--- config.mk ---
export PLATFORM = sky130hd
export DESIGN_NAME = in_service_control
export DESIGN_NICKNAME = d
export VERILOG_FILES = /design/src/rtl/in_service_control.sv
export SDC_FILE = /design/constraint.sdc
export NUM_CORES = 1
export LEC_CHECK = 0
export CORE_UTILIZATION = 57
export DETAILED_ROUTE_END_ITERATION = 16
export HOLD_SLACK_MARGIN = 0.1
export PLACE_DENSITY = 0.95
export SLEW_MARGIN = 10
export SYNTH_ARGS = -nofsm -noshare
export SYNTH_HDL_FRONTEND = slang
export SYNTH_SLANG_ARGS = --single-unit
--- constraint.sdc ---
create_clock -name clk -period 6.7 [get_ports clk]
set_clock_uncertainty 0.05 [all_clocks]
set_input_delay 0.67 -clock clk [delete_from_list [all_inputs] [get_ports clk]]
set_output_delay 0.67 -clock clk [all_outputs]
set_load 0.01 [all_outputs]
--- src/rtl/in_service_control.sv ---
// In-service control for an 8-level interrupt controller: INTA handshake FSM, ISR, EOI and priority rotation.
// Optional auto-EOI (auto_eoi port and ISR clear on the final INTA) is enabled by defining ISC_AUTO_EOI_EN.
module in_service_control (
  input  logic       clk,
  input  logic       rst,
  input  logic [7:0] interrupt,
  input  logic       interrupt_acknowledge_n,
  input  logic       end_of_interrupt,
  input  logic       specific_eoi,
  input  logic [2:0] eoi_level,
  input  logic       rotate_on_eoi,
  input  logic [4:0] vector_base,
`ifdef ISC_AUTO_EOI_EN
  input  logic       auto_eoi,
`endif
  output logic       int_out,
  output logic [7:0] interrupt_request_clear,
  output logic [7:0] in_service_register,
  output logic [2:0] priority_rotate,
  output logic [7:0] data_out,
  output logic       data_out_en,
  output logic [1:0] debug_state
);

  // Handshake: one request per sequence; INTA is level-sampled, edges come from inta_q vs current.
  typedef enum logic [1:0] {IDLE, REQ, ACK1, ACK2} state_t;

  state_t     state;
  logic       inta_q;
  logic       inta_fall;
  logic       inta_rise;
  logic [2:0] level;
  logic       spurious;
  logic [2:0] irq_level;
  logic       eoi_hit;
  logic [2:0] eoi_lvl;
  logic [2:0] scan_idx;
  logic       auto_hit;
  logic       set_hit;
  logic [7:0] clear_mask;
  logic [7:0] set_mask;
  logic [7:0] isr_next;

  assign debug_state = state;
  assign inta_fall   = inta_q & ~interrupt_acknowledge_n;
  assign inta_rise   = ~inta_q & interrupt_acknowledge_n;

  always_comb begin
    irq_level = 3'd0;
    for (int i = 7; i >= 0; i--) begin
      if (interrupt[i]) irq_level = 3'(i);
    end
  end

  // Non-specific EOI scans from the level after the lowest-priority one, wrapping; the rotate level is last.
  always_comb begin
    eoi_hit  = 1'b0;
    eoi_lvl  = 3'd0;
    scan_idx = 3'd0;
    if (end_of_interrupt) begin
      if (specific_eoi) begin
        eoi_lvl = eoi_level;
        eoi_hit = in_service_register[eoi_level];
      end else begin
        for (int i = 1; i <= 8; i++) begin
          scan_idx = priority_rotate + 3'(i);
          if (!eoi_hit && in_service_register[scan_idx]) begin
            eoi_hit = 1'b1;
            eoi_lvl = scan_idx;
          end
        end
      end
    end
  end

`ifdef ISC_AUTO_EOI_EN
  assign auto_hit = (state == ACK2) && inta_rise && auto_eoi && !spurious && in_service_register[level];
`else
  assign auto_hit = 1'b0;
`endif

  assign set_hit    = (state == REQ) && inta_fall && (interrupt != 8'd0);
  assign set_mask   = set_hit ? (8'd1 << irq_level) : 8'd0;
  assign clear_mask = (eoi_hit ? (8'd1 << eoi_lvl) : 8'd0) | (auto_hit ? (8'd1 << level) : 8'd0);
  // Set is applied after clear so a same-cycle set of the EOI'd bit wins.
  assign isr_next   = (in_service_register & ~clear_mask) | set_mask;

  always_ff @(posedge clk or negedge rst) begin
    if (!rst) begin
      state                   <= IDLE;
      inta_q                  <= 1'b1;
      int_out                 <= 1'b0;
      interrupt_request_clear <= 8'd0;
      in_service_register     <= 8'd0;
      priority_rotate         <= 3'b111;
      data_out                <= 8'd0;
      data_out_en             <= 1'b0;
      level                   <= 3'd0;
      spurious                <= 1'b0;
    end else begin
      inta_q                  <= interrupt_acknowledge_n;
      interrupt_request_clear <= 8'd0;
      in_service_register     <= isr_next;
      if (rotate_on_eoi && eoi_hit) priority_rotate <= eoi_lvl;
      else if (rotate_on_eoi && auto_hit) priority_rotate <= level;
      case (state)
        IDLE: begin
          if (interrupt != 8'd0) begin
            state   <= REQ;
            int_out <= 1'b1;
          end
        end
        REQ: begin
          if (inta_fall) begin
            state   <= ACK1;
            int_out <= 1'b0;
            if (interrupt != 8'd0) begin
              level                   <= irq_level;
              spurious                <= 1'b0;
              interrupt_request_clear <= 8'd1 << irq_level;
            end else begin
              level    <= 3'd7;
              spurious <= 1'b1;
            end
          end
        end
        ACK1: begin
          // Entered with INTA low, so the next fall is necessarily preceded by a rise.
          if (inta_fall) begin
            state       <= ACK2;
            data_out    <= {vector_base, level};
            data_out_en <= 1'b1;
          end
        end
        ACK2: begin
          if (inta_rise) begin
            state       <= IDLE;
            data_out_en <= 1'b0;
          end
        end
        default: state <= IDLE;
      endcase
    end
  end

endmodule

==> flow_summary.toml <==
[critical_path]
crit_chain = "inv_1 -> ha_1 -> mux2_1 -> mux4_2 -> nand2_1 -> a21oi_1 -> or4_1 -> a32o_2 -> nor3_1 -> a31oi_1"
crit_slowest_cell = "dfstp_2"
rrSetupSlack_ns = 2.13
reg2reg_to = "in_service_register[2]"
crit_start = "priority_rotate[1]"
crit_buf_inv = 1
crit_required_ns = 6.81
path_max_fanout = 23
critical_path_class = "reg2reg"
arrival_ns = 4.68
cpLargestDelayFamily = "simple AND/OR/NAND/NOR gates"
max_stage_delay_ns = 0.86
reg2regPathDepth = 10
reg2reg_from = "priority_rotate[1]"
cp-end-kind = "flop"
startpoint_type = "flop"

[placement]
gp_congestion = 0.952
port_buffers = 52
placedCellCount = 380
dp_hpwl_mm = 5.20

[timing]
setup_viol = 0
drv_slew = 0
rsz0062_at_grt = "false"
post-route-period-util_pct = 68.2
tns_ns = 0
fmax_mhz = 219
timing.slew.headroom_pct = 52.3
tightest_slew_ns = 0.715
hold_viol_final = 0
fin_crit_ns = 4.57

[clock_network]
root_buffer = "clkbuf_8"
h-tree-depth = 2
cts_resized = 0
clkSlewWorstSetupHoldPaths_ns = 0.07
post_cts_buffers = 0
clock_latency_ns = 0.29
cts_max_path_buffers = 2
clock-sinks = 35
postCtsHoldBufs = 0
cts_made_buffers = 5
cts_tree = "yes"

[floorplan]
die_w_um = 73.0
start_util_pct = 60.0
std_cell_rows = 25
io_pins = 53
design.core.area_mm2 = 0.00479
die_h_um = 73.0
die_area_mm2 = 0.00532

[min_path]
hold_path.class = "reg2reg"
hp-start = "level[1]"
holdPathStages = 2
holdPathEnd = "level[1]"

[synth]
ys_types = 60
ys_seq_area_share_pct = 30.7
netlist_area_mm2 = 0.00287
synth_top_area_share_pct = 27.0
yosys_warnings = 0
synth-seq-cells = 35
synth_area_leaders = "dfrtp_1 (27%), mux4_2 (8.6%), mux4_1 (8.2%), mux2_2 (6.7%), dfstp_2 (3.7%)"
yosysMostFrequentCell = "dfrtp_1"
synth_edf_count = 0
ys_top_cells_by_count = "dfrtp_1 (31), nand2_1 (28), nor2_1 (24)"
synth_fp_nets = 307
synth_top_cell_by_area = "dfrtp_1"
netlist_instances = 278
syn_avg_cell_area_um2 = 10.3
synthArstFlopShare_pct = 100
synth_ff_type = "dfrtp_1"

[routing]
drt_wl_total_mm = 7.31
dr.first_iter.drc_count = 301
vias = 2524
wl_per_cell_um = 18.9
drc_errors = 0
viasPerCell = 6.51
dr.pass1.iters = 4
final_antenna_net_count = 0

[final_layout]
finish.utilization_pct = 72.2
final_layout_size_suffix_gt1_share_pct = 15.0
antennaDiodeCount = 0
syn_to_final_growth_pct = 20.4
fill_cells = 331
final_nets = 349
finalNonFillerCells = 388

[power]
powerDensity_mw_per_mm2 = 464
vdd_drop_max_v = 0.000328
p_leak_nw = 1.45

[grt]
track_usage_pct = 29.9
grt_max_degree = 36
grt_pass1_wl_mm = 11.9
grt_pass1_vias = 2404
grt_antenna_before_repair = 0
grt_overflow = 0

[outcome]
status = "finished clean"

[flow_run]
maxCapViolCount = 0
-- layer usage --
layer	track usage (%)	wire (um)
met5	0	0
met4	7.63	152
met3	4.56	356
met2	51.2	3740
met1	40.1	3060
-- kinds of logic (layout without fill, tap and decap cells) --
family,after synthesis,in the layout,synth area share (%)
AND/OR/NAND/NOR,98,98,16.5
AO/OA/AOI/OAI,49,49,12.7
buffers and inverters,34,77,5.93
flip-flops,35,35,30.7
adder cells (fa/ha/maj),7,7,3.05
multiplexers,52,52,29.6
XOR/XNOR,3,3,1.57
-- flip-flops by register name, indices dropped and copies added, names as in the netlist --
signal	cells
level	3
inta_q	1
priority_rotate	3
interrupt_request_clear	8
data_out	8
debug_state	2
int_out	1
in_service_register	8
data_out_en	1
-- through the flow --
stage | hold slack [ns] | total power [mW] | instance area [um2] | worst slack, ns
2_1_floorplan | 0.324 | 1.16 | 2870 | 2.99
3_3_place_gp | 0.411 | 1.40 | 3370 | 2.35
3_5_place_dp | 0.422 | 1.43 | 3370 | 2.24
4_1_cts | 0.439 | 1.58 | 3460 | 2.25
5_1_grt | 0.456 | 1.70 | 3460 | 1.85
6_report | 0.436 | 1.60 | 3460 | 2.13
-- where the power goes --
group	internal, mW	switching, mW
clock	0.0725	0.0761
sequential	0.281	0.153
combinational	0.514	0.506
total	0.868	0.735
-- worst max-delay path by stage --
stage                        endpoint  slack [ns]  cells past startpoint
2_1_floorplan  in_service_register[4]        2.99                     13
3_3_place_gp   in_service_register[0]        2.35                     10
3_5_place_dp   in_service_register[1]        2.24                     10
4_1_cts        in_service_register[2]        2.25                     10
5_1_grt        in_service_register[0]        1.85                     10
6_report       in_service_register[2]        2.13                     10
-- cell type report --
class / instances / area [um2] / area share (%)
clock buffer: 6 / 72.6 / 2.10
timing repair buffer: 53 / 528 / 15.3
clock inverter: 2 / 12.5 / 0.362
tap: 67 / 83.8 / 2.42
sequential: 35 / 881 / 25.5
inverter: 16 / 60.1 / 1.74
multi-input combinational: 209 / 1820 / 52.6
-- layout by cell type, fill, tap and decap left out, drive strengths merged, types with 4 or more instances in the layout --
master         Yosys  layout
nor2              24      24
o21ai              6       6
ha                 7       7
nor3              12      12
nand2             28      28
mux4              20      20
inv               16      16
dfstp              4       4
a31oi              5       5
nand4              4       4
clkdlybuf4s50      0      52
nand3              7       7
mux2              22      22
clkbuf             1       6
nor2b              4       4
mux2i             10      10
dfrtp             31      31
a21oi             12      12
-- worst register-to-register path, cell delays in order, from the launching register on --
cell,delay (ns)
dfstp_2,0.86
inv_1,0.25
ha_1,0.82
mux2_1,0.38
mux4_2,0.52
nand2_1,0.11
a21oi_1,0.07
or4_1,0.54
a32o_2,0.32
nor3_1,0.39
a31oi_1,0.15
Note: power is estimated with default switching activity, not from simulation.
==> patch 1, RTL diff (config.mk and constraints unchanged) <==
The option `ISC_AUTO_EOI_EN` is turned on by a define.
--- a/src/rtl/in_service_control.sv
+++ b/src/rtl/in_service_control.sv
@@ -2,2 +2,4 @@
 // Optional auto-EOI (auto_eoi port and ISR clear on the final INTA) is enabled by defining ISC_AUTO_EOI_EN.
+`define ISC_AUTO_EOI_EN
+
 module in_service_control (
Ports: changed (added auto_eoi); port bits go from 53 to 54. The function was not compared with the original's and may differ.
==> patch 1 against the original RTL <==
  * Critical path depth did not move
  * Sequential cell count is 1 higher
  * Total power shrank 9.1%
  * Sequential power down 5.3%
  * Routed wire length up 6.1%
  * Critical endpoint is now in_service_register[4]
  * Synthesized area down 2.2%
  * Hold slack better by 0.025 ns
  * Die area shrank 2.2%
  * Critical path type unchanged
  * Via count grew 3.8%
  * Worst setup slack got worse by 0.070 ns
  * Cell area increased by 0.33%
==> patch 1: results <==
export IMPL_status="completed"
export IMPL_syn_nets=308
export IMPL_vias_per_cell=6.583
export IMPL_nets=360
export IMPL_gp_congestion=0.9255
export IMPL_drt_iter0_markers=253
export IMPL_grt_pass1_wl_um=12770
export IMPL_dr_pass1_iters=5
export IMPL_synth_commonest_cells="32 x dfrtp_1, 27 x o21ai_0, 23 x nand2_1"
export IMPL_grt_max_degree=37
export IMPL_ys_types=57
export IMPL_yosys_area_share_adder=0.03121
export IMPL_port_buffers=53
export IMPL_max_slew_margin=0.5061
export IMPL_place_area_sq_um=3387
export IMPL_synth_area_leaders="dfrtp_1 29%, mux4_2 10%, mux2_2 5.6%, mux2i_1 5.0%, o21ai_0 4.8%"
export IMPL_place_inst=390
export IMPL_ir_worst_vdd_uv=276.3
export IMPL_power_leakage_nw=1.386
export IMPL_holdPathEnd="data_out[1]"
export IMPL_arrival_ns=4.75
export IMPL_synth_compound_area_frac=0.1926
export IMPL_r2r_start="priority_rotate[0]"
export IMPL_critPathMaxStageDelay_ns=0.81
export IMPL_wl_um=7759
export IMPL_final_layout_size_suffix_gt1_frac=0.1299
export IMPL_r2r_end="in_service_register[4]"
export IMPL_post_dp_hpwl_um=5609
export IMPL_reg2reg_slack_ns=2.06
export IMPL_min_delay_start="data_out[1]"
export IMPL_holdPathStages=1
export IMPL_synthMuxAreaShare=0.2479
patch 1: worst max path at each step:
stage | from | endpoint | slack (ns) | cells past startpoint
final | priority_rotate[0] | in_service_register[4] | 2.06 | 10
after global routing | priority_rotate[0] | in_service_register[4] | 1.84 | 10
after CTS | priority_rotate[0] | in_service_register[4] | 2.07 | 10
after detailed placement | priority_rotate[0] | in_service_register[7] | 2.09 | 10
after global placement | priority_rotate[1] | in_service_register[3] | 2.26 | 10
after floorplan | priority_rotate[1] | in_service_register[3] | 2.25 | 12
patch 1: worst max-delay path, delay by kind of cell (launching register included):
kind            cells  cell delay [ns]
compound gates      3             0.94
flops               1             0.81
fa+ha+maj           1             0.61
simple gates        3             0.98
buf+inv             1             0.17
mux                 2             0.95
patch 1: power breakdown:
part           leakage (nW)  internal [mW]  total, mW  switching, mW
registers             0.457          0.285      0.412          0.127
logic                 0.887          0.456      0.899          0.443
clock network        0.0422         0.0729      0.147         0.0744
total                  1.39          0.813       1.46          0.645
patch 1: metal layers:
| metal | global-route usage | vias to the layer above | share of wire |
|---|---|---|---|
| met3 | 0.04306 | 33 | 0.072 |
| met1 | 0.4050 | 1244 | 0.39 |
| met5 | 0 | - | 0 |
| met2 | 0.5545 | 165 | 0.50 |
| li1 | - | 1178 | - |
| met4 | 0.1481 | 0 | 0.038 |
patch 1: final cells by class:
type / instances / area, sq um
clock buffer: 7 / 76.32
clock inverter: 1 / 5.005
fill: 315 / 1255
inverter: 12 / 45.04
multi-input combinational: 221 / 1814
sequential: 36 / 905.9
tap: 67 / 83.83
timing repair buffer: 54 / 538.0
==> patch 2, RTL diff (same flow settings) <==
Made on the original files. Register the output `debug_state` once more, with the module's reset; this adds one clock of latency there. The other outputs are not delayed to match.
--- a/src/rtl/in_service_control.sv
+++ b/src/rtl/in_service_control.sv
@@ -43,3 +43,9 @@
 
-  assign debug_state = state;
+  always_ff @(posedge clk or negedge rst) begin
+    if (!rst) begin
+      debug_state <= '0;
+    end else begin
+      debug_state <= state;
+    end
+  end
   assign inta_fall   = inta_q & ~interrupt_acknowledge_n;
Behaviour: not the same (Yosys sat finds a counterexample within 4 cycles, from zero or initial values and one cycle with rst low).
==> patch 2 against the original RTL <==
  * Non-clock buffer count unchanged
  * Hold slack worse by 0.0078 ns
  * Cell area up 0.40%
  * Sequential cell count up 2
  * Routed wire length up 0.38%
  * Global-route usage up 0.47 points
  * Worst setup slack better by 0.32 ns
  * Total power up 7.2%
  * Synthesized area down 1.2%
==> patch 2: results <==
export IMPL_holdPathStages=0
export IMPL_hp_class="reg2reg"
export IMPL_status="completed"
export IMPL_synth_area_leaders="dfrtp_1 29%, mux4_2 14%, mux2_2 6.0%, mux2i_1 4.6%, dfstp_2 3.7%"
export IMPL_cts_resized=0
export IMPL_final_layout_size_suffix_gt1_frac=0.1713
export IMPL_arrival_ns=4.38
export IMPL_clk_latency_ns=0.30
export IMPL_switching_share=0.4380
export IMPL_top_regs="data_out: 8 flops, in_service_register: 8 flops, interrupt_request_clear: 8 flops"
export IMPL_worst_pin_slew_ns=0.6668
export IMPL_final_cells=388
export IMPL_cts_max_level=2
export IMPL_cp_slowest_cell="dfstp_2"
export IMPL_antenna_left=0
export IMPL_port_buffers=52
export IMPL_synth_flop_cell="dfrtp_1"
export IMPL_ys_types=61
export IMPL_num_fill_cells=338
export IMPL_critPathMaxStageDelay_ns=0.87
export IMPL_synth_commonest_cells="33 x dfrtp_1, 26 x nand2_1, 23 x nor2_1"
export IMPL_antenna_found_initial=0
export IMPL_r2r_start="priority_rotate[0]"
export IMPL_wire_per_inst_um=18.92
export IMPL_postCtsSetupRepairBufs=0
export IMPL_vias=2507
export IMPL_pre_cts_ws_ns=2.535
export IMPL_grt_max_degree=38
export IMPL_grtUsageTotal=0.3039
export IMPL_cts_buffers_inserted=5
export IMPL_gp_congestion=0.9402
export IMPL_clkTransAtPathRegs_ns=0.08
export IMPL_yosysWarnings=0
export IMPL_cts_max_path_buffers=2
export IMPL_async_reset_ff_frac=1.000
export IMPL_dr_pass1_iters=4
export IMPL_r2r_cells=10
export IMPL_post_dp_hpwl_um=5218
export IMPL_drt_iter0_markers=319
export IMPL_reg2reg_slack_ns=2.45
export IMPL_syn_nets=308
export IMPL_nets=349
export IMPL_diodes=0
export IMPL_postSynthCellCount=279
export IMPL_grt_pass1_vias=2552
export IMPL_ctsRootBufferMaster="clkbuf_8"
export IMPL_grt_pass1_wl_um=12150
export IMPL_whs_ns=0.4282
export IMPL_place_inst=380
export IMPL_ys_seq_area_frac=0.3282
export IMPL_ir_worst_vdd_uv=275.4
export IMPL_r2r_end="in_service_register[2]"
export IMPL_cp_max_fo=23
export IMPL_power_leakage_nw=1.420
export IMPL_holdPathEnd="debug_state[0]"
export IMPL_max_freq_ghz=0.2352
export IMPL_min_delay_start="state[0]"
patch 2: worst max-delay path: cells and delay by family, from the launching register on:
family	cells	cell delay, ns
AO/OA/AOI/OAI	4	0.94
adder cells (fa/ha/maj)	1	0.78
buffers and inverters	1	0.22
flip-flops	1	0.87
multiplexers	2	0.44
AND/OR/NAND/NOR	2	0.82
patch 2: per-stage QoR:
step / area (sq um) / total power [mW]
after floorplan: 2836 / 1.213
final: 3471 / 1.719
after detailed placement: 3351 / 1.496
after CTS: 3471 / 1.709
after global placement: 3351 / 1.471
after global routing: 3471 / 1.828
patch 2: logic make-up after synthesis:
logic type / share of synthesized area
AND/OR/NAND/NOR: 0.1694
AO/OA/AOI/OAI: 0.1394
multiplexers: 0.2655
flip-flops: 0.3282
buffers and inverters: 0.05426
adder cells (fa/ha/maj): 0.03088
XOR/XNOR: 0.01235
patch 2: final cells by class:
cell class,count,area share
inverter,15,0.01622
tap,67,0.02415
timing repair buffer,53,0.1521
sequential,37,0.2682
clock buffer,6,0.02379
clock inverter,2,0.01081
multi-input combinational,208,0.5047
patch 2: worst max-delay path by stage:
| stage | from | to | slack (ns) | cells after the start |
|---|---|---|---|---|
| floorplan | priority_rotate[1] | in_service_register[2] | 2.69 | 15 |
| global placement | priority_rotate[1] | in_service_register[2] | 2.69 | 10 |
| detailed placement | priority_rotate[0] | in_service_register[2] | 2.53 | 10 |
| CTS | priority_rotate[0] | in_service_register[2] | 2.53 | 10 |
| global route | priority_rotate[0] | in_service_register[6] | 2.14 | 10 |
| finish | priority_rotate[0] | in_service_register[2] | 2.45 | 10 |
patch 2: power by group through the flow:
stage	Clock [mW]	Combinational (mW)	Sequential (mW)
final	0.204	1.06	0.460
after global routing	0.216	1.13	0.479
after CTS	0.206	1.05	0.458
after detailed placement	0	1.04	0.459
after global placement	0	1.02	0.452
after floorplan	0	0.840	0.374
patch 2: routing by layer:
metal	GRT usage	up-vias	share of wire
li1	-	1128	-
met1	0.3683	1225	0.38
met2	0.5244	134	0.52
met3	0.05278	20	0.073
met4	0.1481	0	0.026
met5	0	-	0
